**config.mk**
```make
export PLATFORM = sky130hd
export DESIGN_NAME = uart_rx_flat
export DESIGN_NICKNAME = d
export VERILOG_FILES = /design/src/rtl/uart_rx_pkg.sv /design/src/rtl/uart_rx_if.sv /design/src/rtl/uart_rx_baud_tick_gen.sv /design/src/rtl/uart_rx.sv /design/src/flat_wrapper.sv
export SDC_FILE = /design/constraint.sdc
export NUM_CORES = 1
export LEC_CHECK = 0
export ABC_AREA = 1
export CAP_MARGIN = 20
export CORE_UTILIZATION = 40
export CTS_CLUSTER_DIAMETER = 200
export CTS_CLUSTER_SIZE = 25
export DETAILED_ROUTE_END_ITERATION = 7
export PLACE_DENSITY = 0.68
export SLEW_MARGIN = 0
export SYNTH_ARGS = -nofsm -noshare
export SYNTH_HDL_FRONTEND = slang
export SYNTH_SLANG_ARGS = --single-unit
```
**constraint.sdc**
```tcl
create_clock -name clk -period 1.6 [get_ports clk]
set_input_delay 0.32 -clock clk [delete_from_list [all_inputs] [get_ports clk]]
set_output_delay 0.32 -clock clk [all_outputs]
set_load 0.05 [all_outputs]
```
**src/rtl/uart_rx_pkg.sv**
```systemverilog
// ----------------------------------------------------------------------------
// uart_pkg
// Shared definitions for the UART blocks: receiver FSM state encoding,
// oversampling ratio, frame data width, the tick indices at which the
// receiver samples the line, and a helper that sizes the baud divider
// counter.
// ----------------------------------------------------------------------------
package uart_pkg;

    typedef enum logic [1:0] {
        IDLE  = 2'd0,
        START = 2'd1,
        DATA  = 2'd2,
        STOP  = 2'd3
    } state_e;

    localparam int OVERSAMPLE = 16;
    localparam int DATA_BITS  = 8;

    // Tick index in the middle of the start bit and at the end of a full bit
    // period; both measured on the 4-bit oversampling counter.
    localparam logic [3:0] MID_IDX  = 4'd7;
    localparam logic [3:0] END_IDX  = 4'd15;
    localparam logic [2:0] LAST_BIT = 3'(DATA_BITS - 1);

    // Bits needed to hold div-1; never less than one bit.
    function automatic int cnt_width(input int div);
        return (div > 1) ? $clog2(div) : 1;
    endfunction

endpackage

```
**src/rtl/uart_rx_if.sv**
```systemverilog
// ----------------------------------------------------------------------------
// uart_rx_if
// Groups the serial line, the FIFO-full feedback and the received-byte
// outputs of the UART receiver.
//   rx        : asynchronous serial input, idles high
//   fifo_full : downstream FIFO full flag, only used for overrun detection
//   rx_data   : last correctly received byte
//   rx_done   : one-cycle strobe, rx_data valid in the same cycle
//   frame_err : one-cycle strobe when the stop bit samples low
//   overrun   : one-cycle strobe when rx_done fires while fifo_full is set
// Modport slave is taken by the receiver, master by whatever drives the line
// and consumes the bytes.
// ----------------------------------------------------------------------------
interface uart_rx_if;

    logic       rx;
    logic       fifo_full;
    logic [7:0] rx_data;
    logic       rx_done;
    logic       frame_err;
    logic       overrun;

    modport slave (
        input  rx,
        input  fifo_full,
        output rx_data,
        output rx_done,
        output frame_err,
        output overrun
    );

    modport master (
        output rx,
        output fifo_full,
        input  rx_data,
        input  rx_done,
        input  frame_err,
        input  overrun
    );

endinterface

```
**src/rtl/uart_rx_baud_tick_gen.sv**
```systemverilog
// ----------------------------------------------------------------------------
// baud_tick_gen
// Free-running divider producing a one-clock tick at OVERSAMPLE times the
// baud rate. The counter runs 0..DIV-1 with DIV = CLK_FREQ / (BAUD*16) and
// the tick is asserted while the count sits at DIV-1.
//   clk  : system clock
//   rst  : asynchronous active-high reset
//   tick : oversampling strobe, one clk wide
// ----------------------------------------------------------------------------
module baud_tick_gen
    import uart_pkg::*;
#(
    parameter int CLK_FREQ = 100_000_000,
    parameter int BAUD     = 9600
) (
    input  logic clk,
    input  logic rst,
    output logic tick
);

    localparam int             DIV  = CLK_FREQ / (BAUD * OVERSAMPLE);
    localparam int             CW   = cnt_width(DIV);
    localparam logic [CW-1:0]  LAST = CW'(DIV - 1);

    logic [CW-1:0] cnt_q;
    logic [CW-1:0] cnt_d;

    // Tick on the terminal count and wrap back to zero on the same cycle.
    always_comb begin
        tick  = (cnt_q == LAST);
        cnt_d = tick ? '0 : cnt_q + CW'(1);
    end

    // Divider count register.
    always_ff @(posedge clk or posedge rst) begin
        if (rst) begin
            cnt_q <= '0;
        end else begin
            cnt_q <= cnt_d;
        end
    end

endmodule

```
**src/rtl/uart_rx.sv**
```systemverilog
// ----------------------------------------------------------------------------
// uart_rx
// 8N1 UART receiver with 16x oversampling. The rx pin is passed through a
// two-flop synchronizer, a falling edge on the synchronized line starts a
// frame, the start bit is re-checked mid-bit, eight data bits are sampled
// LSB first and the stop bit decides between a good byte and a framing
// error.
//   clk : system clock
//   rst : asynchronous active-high reset, aborts any frame in progress
//   bus : uart_rx_if.slave carrying rx, fifo_full, rx_data, rx_done,
//         frame_err and overrun
// ----------------------------------------------------------------------------
module uart_rx
    import uart_pkg::*;
#(
    parameter int CLK_FREQ = 100_000_000,
    parameter int BAUD     = 9600
) (
    input  logic        clk,
    input  logic        rst,
    uart_rx_if.slave    bus
);

    logic tick;

    baud_tick_gen #(
        .CLK_FREQ (CLK_FREQ),
        .BAUD     (BAUD)
    ) u_tick_gen (
        .clk  (clk),
        .rst  (rst),
        .tick (tick)
    );

    // Synchronizer and edge-detect flops reset high so that leaving reset
    // on an idle line never looks like a start edge.
    logic sync1_q;
    logic rx_s;
    logic rx_prev_q;
    logic start_edge;

    always_ff @(posedge clk or posedge rst) begin
        if (rst) begin
            sync1_q   <= 1'b1;
            rx_s      <= 1'b1;
            rx_prev_q <= 1'b1;
        end else begin
            sync1_q   <= bus.rx;
            rx_s      <= sync1_q;
            rx_prev_q <= rx_s;
        end
    end

    assign start_edge = rx_prev_q & ~rx_s;

    state_e     state_q,     state_d;
    logic [3:0] tick_cnt_q,  tick_cnt_d;
    logic [2:0] bit_cnt_q,   bit_cnt_d;
    logic [7:0] shreg_q,     shreg_d;
    logic [7:0] rx_data_q,   rx_data_d;
    logic       rx_done_q,   rx_done_d;
    logic       frame_err_q, frame_err_d;
    logic       overrun_q,   overrun_d;

    // Next-state and datapath logic. Counters only move on a tick, except
    // the clear of tick_cnt when a start edge is seen in IDLE. Start edges
    // outside IDLE are ignored, so a frame ends in IDLE and re-arms there.
    always_comb begin
        state_d     = state_q;
        tick_cnt_d  = tick_cnt_q;
        bit_cnt_d   = bit_cnt_q;
        shreg_d     = shreg_q;
        rx_data_d   = rx_data_q;
        rx_done_d   = 1'b0;
        frame_err_d = 1'b0;
        overrun_d   = 1'b0;

        unique case (state_q)
            IDLE: begin
                if (start_edge) begin
                    state_d    = START;
                    tick_cnt_d = '0;
                end
            end

            START: begin
                if (tick) begin
                    if (tick_cnt_q == MID_IDX) begin
                        tick_cnt_d = '0;
                        if (!rx_s) begin
                            state_d   = DATA;
                            bit_cnt_d = '0;
                        end else begin
                            // Line went back high: treat as a glitch.
                            state_d = IDLE;
                        end
                    end else begin
                        tick_cnt_d = tick_cnt_q + 4'd1;
                    end
                end
            end

            DATA: begin
                if (tick) begin
                    if (tick_cnt_q == END_IDX) begin
                        shreg_d    = {rx_s, shreg_q[7:1]};
                        tick_cnt_d = '0;
                        bit_cnt_d  = bit_cnt_q + 3'd1;
                        if (bit_cnt_q == LAST_BIT) begin
                            state_d = STOP;
                        end
                    end else begin
                        tick_cnt_d = tick_cnt_q + 4'd1;
                    end
                end
            end

            STOP: begin
                if (tick) begin
                    if (tick_cnt_q == END_IDX) begin
                        tick_cnt_d = '0;
                        state_d    = IDLE;
                        if (rx_s) begin
                            rx_data_d = shreg_q;
                            rx_done_d = 1'b1;
                            overrun_d = bus.fifo_full;
                        end else begin
                            frame_err_d = 1'b1;
                        end
                    end else begin
                        tick_cnt_d = tick_cnt_q + 4'd1;
                    end
                end
            end

            default: begin
                state_d = IDLE;
            end
        endcase
    end

    // State, counters, shift register and registered output strobes.
    always_ff @(posedge clk or posedge rst) begin
        if (rst) begin
            state_q     <= IDLE;
            tick_cnt_q  <= '0;
            bit_cnt_q   <= '0;
            shreg_q     <= '0;
            rx_data_q   <= 8'h00;
            rx_done_q   <= 1'b0;
            frame_err_q <= 1'b0;
            overrun_q   <= 1'b0;
        end else begin
            state_q     <= state_d;
            tick_cnt_q  <= tick_cnt_d;
            bit_cnt_q   <= bit_cnt_d;
            shreg_q     <= shreg_d;
            rx_data_q   <= rx_data_d;
            rx_done_q   <= rx_done_d;
            frame_err_q <= frame_err_d;
            overrun_q   <= overrun_d;
        end
    end

    assign bus.rx_data   = rx_data_q;
    assign bus.rx_done   = rx_done_q;
    assign bus.frame_err = frame_err_q;
    assign bus.overrun   = overrun_q;

endmodule

```
**src/flat_wrapper.sv**
```systemverilog
// flat-port wrapper written by rule: the top's interface ports become plain ports
module uart_rx_flat import uart_pkg::*;
#(
    parameter int CLK_FREQ = 100_000_000,
    parameter int BAUD     = 9600
)
  (clk, rst, bus_rx, bus_fifo_full, bus_rx_data, bus_rx_done, bus_frame_err, bus_overrun);
  uart_rx_if bus_i ();
  input  logic clk;
  input  logic rst;
  input wire logic [$bits(bus_i.rx)-1:0] bus_rx;
  input wire logic [$bits(bus_i.fifo_full)-1:0] bus_fifo_full;
  output wire logic [$bits(bus_i.rx_data)-1:0] bus_rx_data;
  output wire logic [$bits(bus_i.rx_done)-1:0] bus_rx_done;
  output wire logic [$bits(bus_i.frame_err)-1:0] bus_frame_err;
  output wire logic [$bits(bus_i.overrun)-1:0] bus_overrun;
  assign bus_i.rx = bus_rx;
  assign bus_i.fifo_full = bus_fifo_full;
  assign bus_rx_data = bus_i.rx_data;
  assign bus_rx_done = bus_i.rx_done;
  assign bus_frame_err = bus_i.frame_err;
  assign bus_overrun = bus_i.overrun;
  uart_rx #(.CLK_FREQ(CLK_FREQ), .BAUD(BAUD)) u_core (.clk(clk), .rst(rst), .bus(bus_i));
endmodule
```
==> impl_results.md, run 1 <==
* Status: finished with violations
* Failing checks: negative setup slack
* H-tree levels at 2
* Initial DRC count at 52
* Placed inst area at 2210 µm²
* Hold_ws at 0.325 ns
* Share of cells above drive strength 1 at 27.9%
* Commonest cells in the netlist: nand2_1 (52), dfrtp_1 (38), inv_1 (32)
* Power per cell area at 945 nW/µm²
* Clock skew at 0.00719 ns
* Hold Crit Class: in -> async
* Synthesized area per cell at 9.10 µm²
* Worst Path Required at 1.83 ns
* GP Congestion at 0.849
* Placeable Area at 4790 µm²
* Ant diodes at 0
* Initial Util at 42.0%
* Crit-path max cell delay at 0.38 ns
* Vias in the first global route at 1,397
* Post-synthesis adder-cell area fraction at 3.11%
* Clock tree buffer depth at 2
* CTS Buf Count at 5
* Die Ht at 72.9 µm
* Pin count of the biggest net entering global routing at 29
* CTS tree: done
* DPL Wire Length at 2420 µm
* DRC at 0
* Yosys warning count at 0
* Largest family of logic cells by synthesized area: simple AND/OR/NAND/NOR gates
* RSZ-0062 raised after global routing: true
* Width of the die at 72.9 µm
* Routed Antenna Nets at 0
* Grt ovf at 0
* Via/cell ratio at 4.57
* Latest clock arrival within the worst-skew pair at 0.30 ns
* Post-synth EDFFs at 0
* Final Setup Violations at 6
* Clk slew on worst S/H paths at 0.09 ns
* CP Capture Type: flop
* CP Launch Type: flop
* Port bufs at 14
* Synthesized cell area at 2010 µm²
* Count leader, synth: nand2_1
* Clock sinks at 41
* Final Instance Area at 2400 µm²
* WL per Instance at 11.0 µm
* Fin. max-slew vios at 0
* Post-Syn Nets at 230
* Post-synth cell types at 26
* Fin crit period at 1.63 ns
* Row count at 25
* Final worst path period share at 102%
* Routed via count at 1,435
* Worst Path Max Fanout at 8
* Number of I/O pins at 15
* Worst Tran Pin Value at 0.444 ns
* 1st-pass router iterations at 4
* Critical path's slowest cell: dfrtp_1
* Share of the synthesized area in the top cell type at 47.3%
* Compound-Gate Fraction of Synth Area at 9.77%
* Net count, final at 255
* Area Overhead vs Synth at 19.4%
* Biggest area consumer among synthesized cells: dfrtp_1
* Share of the yosys chip area belonging to registers at 51.2%
* Post-CTS Hold Buffers at 0
* First-pass GRT wire length at 6030 µm
* Worst setup margin at -0.0262 ns
* Yosys reg bits at 41
* Synth Flop Type: dfrtp_1
* Setup CP Type: reg -> reg
* Final wirelength at 3460 µm
* Arr. time, crit path at 1.86 ns
* Root buf cell: clkbuf_8
* Final Hold Viols at 0
* Die area at 5310 µm²
* XOR/XNOR Fraction of Synth Area at 3.05%
* LEAKAGE at 1.16 nW
* Fraction of registers with async set/reset at 100%
* GRT Total Usage at 15.0%
* Multiplexer share of the synthesized area at 0%
* Initial antenna violation count at 0
* Setup_tns at -0.0553 ns
* Fmax at 0.615 GHz
* Simple-Gate Fraction of Synth Area at 24.7%
* Gate Count Post-Synth at 221
* Worst slew margin at 70.4%
* VDD IR max at 0.517 mV
* Max cap viols at 0
* Top cells by area, synth: dfrtp_1 (47%), nand2_1 (9.7%), o21ai_2 (7.0%), inv_1 (6.0%), nand3_1 (4.0%)
* FILL cells at 460
* CP cell instances: inv_1 -> ha_2 -> nand2_2 -> nor2_4 -> nand3_4 -> nor2_8 -> buf_12 -> nand2_8 -> o21ai_2
-- report_power, final --
part / internal [W] / leakage (nW) / switching, W
sequential: 0.00108 / 0.544 / 0.0000553
combinational: 0.000152 / 0.566 / 0.000278
clock: 0.000310 / 0.0445 / 0.000395
total: 0.00154 / 1.16 / 0.000729
-- state kept, by name, indices dropped and copies added (netlist names), named ones only --
name / cells
u_core.bit_cnt_q: 3
u_core.bus.rx_data: 8
u_core.state_q: 1
u_core.tick_cnt_q: 4
u_core.bus.overrun: 1
u_core.u_tick_gen.cnt_q: 10
u_core.rx_prev_q: 1
u_core.bus.frame_err: 1
u_core.rx_s: 1
u_core.sync1_q: 1
u_core.shreg_q: 8
u_core.bus.rx_done: 1
-- layout by cell type, fill, tap and decap left out, drive strengths merged, types with 2 or more instances in the layout --
master	instances
nand2	58
dfrtp	38
inv	36
nor2	23
o21ai	22
buf	18
nand3	17
xor2	7
clkbuf	5
ha	5
nand4	3
clkdlybuf4s50	3
dfstp	3
nor3	2
-- cells by family (layout without fill, tap and decap cells) --
family | count (synthesis) | in the layout
and+or+nand+nor | 104 | 105
DFF | 41 | 41
buffers and inverters | 39 | 64
AOI/OAI and AO/OA | 25 | 25
xor gates and xnor gates | 7 | 7
adders and majority gates | 5 | 5
-- final cells by class --
type                       instances  area, µm²  area share [%]
sequential                        41       1030            42.9
multi-input combinational        142        885            36.9
timing repair buffer              21        178            7.40
inverter                          35        134            5.58
tap                               67       83.8            3.49
clock buffer                       5       68.8            2.87
clock inverter                     3       21.3           0.886
-- metrics by stage --
stage | worst slack (ns) | instances | util, % | total power, W
after CTS | 0.0260 | 311 | 48.1 | 0.00224
after detailed placement | 0.0379 | 303 | 46.2 | 0.00154
after global placement | 0.0940 | 303 | 46.2 | 0.00153
after floorplan | 0.0523 | 221 | - | 0.00145
final | -0.0262 | 314 | 50.1 | 0.00227
after global routing | -0.0908 | 314 | 50.1 | 0.00241
-- metal layers --
metal,vias up,GRT usage [%],part of all wire (%)
li1,742,-,-
met4,0,6.54,1.9
met5,-,0,0
met2,18,23.9,47
met1,668,19.5,49
met3,7,3.73,2.7
-- repair_timing --
action / 4_1_cts / 5_1_grt
buffers inserted: 0 / 2
endpoints found under the setup margin: 0 / 22
gates resized for setup: 0 / 13
-- critical path: cells and delay by family, from the launching register on --
family | cells | cell delay, ns
flip-flops | 1 | 0.38
adder cells (fa/ha/maj) | 1 | 0.18
buffers and inverters | 2 | 0.20
AND/OR/NAND/NOR | 5 | 0.64
AO/OA/AOI/OAI | 1 | 0.15
-- path summary, 6_finish.rpt --
check                                           startpoint                         end  slack (ns)  cells after the start
min in group clk                            u_core.sync1_q                 u_core.rx_s        0.36                      0
worst min register to register              u_core.sync1_q                 u_core.rx_s        0.36                      0
max in group asynchronous                              rst  u_core.u_tick_gen.cnt_q[5]        0.93                      3
worst max-delay path            u_core.u_tick_gen.cnt_q[0]       u_core.bus.rx_data[7]       -0.03                      9
worst min-delay path                                   rst           u_core.state_q[0]        0.32                      3
worst max register to register  u_core.u_tick_gen.cnt_q[0]       u_core.bus.rx_data[7]       -0.03                      9
Note: power is estimated with default switching activity, not from simulation.
==> run 2: changes to the inputs <==
--- a/config.mk
+++ b/config.mk
@@ -7,10 +7,12 @@
 export LEC_CHECK = 0
 export ABC_AREA = 1
 export CAP_MARGIN = 20
+export CORE_MARGIN = 10
 export CORE_UTILIZATION = 40
 export CTS_CLUSTER_DIAMETER = 200
 export CTS_CLUSTER_SIZE = 25
 export DETAILED_ROUTE_END_ITERATION = 7
+export MAX_ROUTING_LAYER = met4
 export PLACE_DENSITY = 0.68
 export SLEW_MARGIN = 0
 export SYNTH_ARGS = -nofsm -noshare
==> impl_results.md, run 2 (same netlist as run 1, synthesis figures left out) <==
* Fin crit period at 1.57 ns (-0.0559 ns)
* Width of the die at 90.9 µm (+25%)
* Initial antenna violation count at 0 (unchanged)
* DPL Wire Length at 2460 µm (+1.5%)
* Met1 Track Usage GR at 10.4% (-9.1 points)
* Fmax at 0.637 GHz (+3.6%)
* Commonest non-fill, non-tap cell in the layout: nand2_1
* LEAKAGE at 1.21 nW (+4.8%)
* CP Capture Type: flop
* Critical path's slowest cell: dfrtp_1
* Final wirelength at 3580 µm (+3.6%)
* Worst setup path startpoint: u_core.u_tick_gen.cnt_q[0]
* VDD IR max at 0.534 mV (+3.3%)
* Area Overhead vs Synth at 27.0%
* Clock skew at 0.00587 ns (-0.00132 ns)
* Worst slew margin at 70.1% (-0.24 points)
* Top reg by flops: u_core.u_tick_gen.cnt_q
* CTS Buf Count at 5 (unchanged)
* Initial Util at 42.0% (unchanged)
* CP cell instances: inv_1 -> ha_2 -> nand2_2 -> nor2_4 -> nand3_4 -> nor2_8 -> buf_6 -> nand2_8 -> nand2_1 -> o21ai_2
* Arr. time, crit path at 1.76 ns (-0.10 ns)
* Worst Path Required at 1.79 ns (-0.04 ns)
* Met2 Use GR at 13.3% (-11 points)
* Most used routing layer: met2
* Worst Path Max Fanout at 9 (+1)
* Share of cells above drive strength 1 at 33.1% (+5.1 points)
* GRT met3 Usage at 3.82% (+0.094 points)
* Post-CTS Hold Buffers at 0 (unchanged)
* Net count, final at 259 (+1.6%)
* 1st-pass router iterations at 4 (unchanged)
* Fin. max-slew vios at 0 (unchanged)
* Ant diodes at 0 (unchanged)
* Power per cell area at 948 nW/µm² (+0.38%)
* Routed Antenna Nets at 0 (unchanged)
* Clock tree buffer depth at 2 (unchanged)
* Die area at 8260 µm² (+55%)
* Worst Tran Pin Value at 0.448 ns (+0.00356 ns)
* First-pass GRT wire length at 5870 µm (-2.6%)
* Root buf cell: clkbuf_8
* DRC at 0 (unchanged)
* Pin count of the biggest net entering global routing at 42 (+45%)
* Total chip power at 0.00242 W (+6.8%)
* Placeable Area at 4790 µm² (unchanged)
* Layout Utilization at 53.4% (+3.2 points)
* Commonest cells after routing, fill and taps aside: nand2_1 (39), dfrtp_1 (38), inv_1 (31), nand3_1 (16), o21ai_2 (16)
* Final Hold Viols at 0 (unchanged)
* FILL cells at 432 (-6.1%)
* Latest clock arrival within the worst-skew pair at 0.30 ns (about the same)
* Status: complete, no violations
* Clk slew on worst S/H paths at 0.08 ns (about the same)
* Crit-path max cell delay at 0.38 ns (about the same)
* Setup_tns at 0 ns (+0.0553 ns)
* CTS tree: done
* Hold_ws at 0.360 ns (+0.0352 ns)
* Routed via count at 1,456 (+1.5%)
* Row count at 25 (unchanged)
* Number of I/O pins at 15 (unchanged)
* Final worst path period share at 98.1% (-3.5 points)
* Hold Crit Class: in -> async
* Final std cells w/o fill at 318 (+1.3%)
* GP Congestion at 0.892 (+5.0%)
* WL per Instance at 11.3 µm (+2.3%)
* Final Setup Violations at 0 (-6)
* Dpl cells at 302 (-0.33%)
* Max FFs per register at 10 (unchanged)
* Crit Reg-Reg Startpoint: u_core.u_tick_gen.cnt_q[0]
* Grt ovf at 0 (unchanged)
* CP Launch Type: flop
* Port bufs at 14 (unchanged)
* Initial DRC count at 48 (-7.7%)
* Vias in the first global route at 1,345 (-3.7%)
* RSZ-0062 raised after global routing: true
* GRT Total Usage at 8.92% (-6.1 points)
* Clock sinks at 41 (unchanged)
* Max cap viols at 0 (unchanged)
* H-tree levels at 2 (unchanged)
* Setup CP Type: reg -> reg
* Die Ht at 90.9 µm (+25%)
* Via/cell ratio at 4.58 (+0.19%)
## run 2: cell types whose count changed in the layout (fill, tap and decap cells not counted), moves of 2 or more
cell     delta
buf_12      +2
nand2_2     +5
nand2_4     +6
nand2_1    -10
buf_4       -3
buf_6       +3
## run 2: path summary, 6_finish.rpt
| kind | end | slack, ns | cells after the start |
|---|---|---|---|
| max in group asynchronous | u_core.rx_s | 0.97 | 3 |
| setup / recovery | u_core.bus.rx_data[4] | 0.03 | 10 |
| hold / removal | u_core.bus.rx_data[7] | 0.36 | 3 |
| min in group clk | u_core.rx_s | 0.36 | 0 |
| setup reg to reg | u_core.bus.rx_data[4] | 0.03 | 10 |
| hold reg to reg | u_core.rx_s | 0.36 | 0 |
## run 2: cell type report
type,instances,area [µm²],area share [%]
flip-flops and latches,41,1030,40.3
clock inverters,2,38.8,1.52
multi-input cells,144,968,37.9
clock buffers,6,72.6,2.84
inverters,35,131,5.14
well taps,67,83.8,3.28
repair buffers,23,229,8.97
## run 2: timing repair
item,CTS,global route
resized for setup,0,32
setup buffers,0,5
endpoints found under the setup margin,0,21
## run 2: per-layer routing
metal	vias up	wire length, µm
met5	-	0
met3	5	144
met2	18	1690
met4	0	50
li1	755	-
met1	678	1700
## run 2: critical path, delay by kind of cell (launching register included)
| kind | cells | cell delay, ns |
|---|---|---|
| adder cells (fa/ha/maj) | 1 | 0.17 |
| AO/OA/AOI/OAI | 1 | 0.05 |
| AND/OR/NAND/NOR | 6 | 0.67 |
| flip-flops | 1 | 0.38 |
| buffers and inverters | 2 | 0.19 |
## run 2: power breakdown
| group | leakage, nW | total [W] | internal (W) | switching, W |
|---|---|---|---|---|
| logic | 0.611 | 0.000482 | 0.000167 | 0.000315 |
| registers | 0.544 | 0.00112 | 0.00108 | 0.0000419 |
| clock network | 0.0554 | 0.000821 | 0.000468 | 0.000353 |
| total | 1.21 | 0.00242 | 0.00171 | 0.000710 |
## run 2: per-stage QoR
step / area [µm²] / setup slack [ns]
floorplan: 2010 / 0.0523
global placement: 2230 / 0.0798
detailed placement: 2230 / 0.0448
CTS: 2340 / 0.0382
global route: 2550 / -0.0800
finish: 2550 / 0.0296
==> run 3: changes to the inputs <==
--- a/config.mk
+++ b/config.mk
@@ -13,7 +13,7 @@
 export CTS_CLUSTER_SIZE = 25
 export DETAILED_ROUTE_END_ITERATION = 7
 export MAX_ROUTING_LAYER = met4
-export PLACE_DENSITY = 0.68
+export PLACE_DENSITY = 0.66
 export SLEW_MARGIN = 0
 export SYNTH_ARGS = -nofsm -noshare
 export SYNTH_HDL_FRONTEND = slang
==> constraint.sdc (replaced) <==
create_clock -name clk -period 1.9 [get_ports clk]
set_input_delay 0.38 -clock clk [delete_from_list [all_inputs] [get_ports clk]]
set_output_delay 0.38 -clock clk [all_outputs]
set_load 0.05 [all_outputs]
==> impl_results.md, run 3 (same netlist as run 1, synthesis figures left out) <==
* 1st-pass router iterations at 4 (unchanged)
* Final Hold Viols at 0 (unchanged)
* FILL cells at 445 (+3.0%)
* Final Setup Violations at 0 (unchanged)
* Multi-input logic area at 817 µm² (-16%)
* CP cell instances: clkdlybuf4s50_1
* Worst Path Max Fanout at 1 (-8)
* Hold_ws at 0.359 ns (-0.000974 ns)
* Initial antenna violation count at 0 (unchanged)
* Final Instance Area at 2290 µm² (-10%)
* Ant diodes at 0 (unchanged)
* Placed inst area at 2200 µm² (-1.2%)
* Status: complete, no violations
* Setup CP Type: reg -> out
* Pre-CTS setup slack at 0.270 ns (+0.225 ns)
* Initial DRC count at 51 (+6.3%)
* Fmax at 0.548 GHz
* Critical path's slowest cell: clkdlybuf4s50_1
* GP Congestion at 0.859 (-3.7%)
* Clock tree buffer depth at 2 (unchanged)
* Commonest cells after routing, fill and taps aside: nand2_1 (52), dfrtp_1 (38), inv_1 (32), nor2_1 (17)
* DPL Wire Length at 2490 µm (+1.5%)
* Post-CTS Hold Buffers at 0 (unchanged)
* DRC at 0 (unchanged)
* Width of the die at 90.9 µm (unchanged)
* VDD IR max at 0.386 mV (-28%)
* Max FFs per register at 10 (unchanged)
* Final worst path period share at 96.0%
* Clk slew on worst S/H paths at 0.09 ns (about the same)
* Initial Util at 42.0% (unchanged)
* Postcts setup bufs at 0 (unchanged)
* WL per Instance at 11.0 µm (-2.2%)
* Seq. cell area at 1030 µm² (unchanged)
* CTS-repair resized insts at 0 (unchanged)
* Arr. time, crit path at 1.44 ns (-0.32 ns)
* Worst Tran Pin Value at 0.507 ns (+0.0593 ns)
* Row count at 25 (unchanged)
* Clock skew at 0.00559 ns (-0.000278 ns)
* Placeable Area at 4790 µm² (unchanged)
* Vias in the first global route at 1,374 (+2.2%)
* Via/cell ratio at 4.35 (-5.1%)
* Final wirelength at 3390 µm (-5.6%)
* Fin. max-slew vios at 0 (unchanged)
* RSZ-0062 raised after global routing: false
* Worst Path Required at 1.52 ns (-0.27 ns)
* Worst path bufs/invs at 1 (-1)
* Setup_tns at 0 ns (unchanged)
* Max cap viols at 0 (unchanged)
* CTS Buf Count at 5 (unchanged)
* Share of cells above drive strength 1 at 22.1% (-11 points)
* Grt ovf at 0 (unchanged)
* CP Launch Type: flop
* CP Capture Type: primary output
* Die Ht at 90.9 µm (unchanged)
* Net count, final at 248 (-4.2%)
* Latest clock arrival within the worst-skew pair at 0.30 ns (about the same)
* First-pass GRT wire length at 6190 µm (+5.4%)
* GRT Total Usage at 9.30% (+0.37 points)
* H-tree levels at 2 (unchanged)
* Fin crit period at 1.82 ns
* Top reg by flops: u_core.u_tick_gen.cnt_q
* Worst slew margin at 66.1% (-4.0 points)
* Clock sinks at 41 (unchanged)
* Hold Crit Class: reg -> reg
* Crit path max-delay family: buffers and inverters
* CTS tree: done
* Pin count of the biggest net entering global routing at 42 (unchanged)
* Number of I/O pins at 15 (unchanged)
* Port bufs at 14 (unchanged)
* Crit-path max cell delay at 0.80 ns (+0.42 ns)
* Worst setup margin at 0.0755 ns (+0.0459 ns)
* Routed Antenna Nets at 0 (unchanged)
* Die area at 8260 µm² (unchanged)
* Commonest non-fill, non-tap cell in the layout: nand2_1
* Power per cell area at 802 nW/µm² (-15%)
* Routed via count at 1,334 (-8.4%)
* LEAKAGE at 1.15 nW (-5.0%)
* Root buf cell: clkbuf_8
* Area Overhead vs Synth at 14.1%
[run 3: cell types whose count changed in the layout (fill, tap and decap cells not counted), moves of 2 or more]
| cell | previous run | this run |
|---|---|---|
| nand2_4 | 6 | 2 |
| buf_6 | 3 | 0 |
| nand2_1 | 39 | 52 |
| nor2_1 | 15 | 17 |
| nand2_8 | 4 | 0 |
| clkdlybuf4s50_1 | 3 | 6 |
| buf_4 | 14 | 8 |
| nor2_4 | 3 | 1 |
| nand2_2 | 11 | 3 |
| buf_12 | 3 | 1 |
[run 3: area by class of cell]
cell class	count	area share, %
sequential	41	44.9
multi-input combinational	141	35.6
timing repair buffer	15	6.11
inverter	35	5.73
tap	67	3.66
clock buffer	5	3.00
clock inverter	3	0.982
[run 3: per-layer routing]
layer | GRT usage, % | routed length [µm] | vias to the layer above
li1 | - | - | 730
met1 | 11.4 | 1710 | 576
met2 | 13.7 | 1490 | 22
met3 | 2.99 | 136 | 6
met4 | 3.92 | 54 | 0
met5 | - | 0 | -
[run 3: final timing paths]
| path | from | end | slack [ns] | depth (start not counted) |
|---|---|---|---|---|
| max | u_core.bus.rx_done | bus_rx_done | 0.08 | 1 |
| min | u_core.sync1_q | u_core.rx_s | 0.36 | 0 |
| max reg2reg | u_core.u_tick_gen.cnt_q[0] | u_core.shreg_q[2] | 0.28 | 9 |
| min reg2reg | u_core.sync1_q | u_core.rx_s | 0.36 | 0 |
| max in group asynchronous | rst | u_core.rx_prev_q | 1.21 | 3 |
| min in group asynchronous | rst | u_core.bus.rx_data[7] | 0.44 | 3 |
[run 3: power by group]
part / switching (W) / internal [W]
Combinational: 0.000194 / 0.000102
Clock: 0.000326 / 0.000261
Sequential: 0.0000498 / 0.000907
[run 3: through the flow]
step | power, W | utilization (%) | instances
3_3_place_gp | 0.00128 | 46.0 | 299
5_1_grt | 0.00196 | 47.9 | 307
6_report | 0.00184 | 47.9 | 307
3_5_place_dp | 0.00128 | 46.0 | 299
2_1_floorplan | 0.00122 | - | 221
4_1_cts | 0.00187 | 47.9 | 307
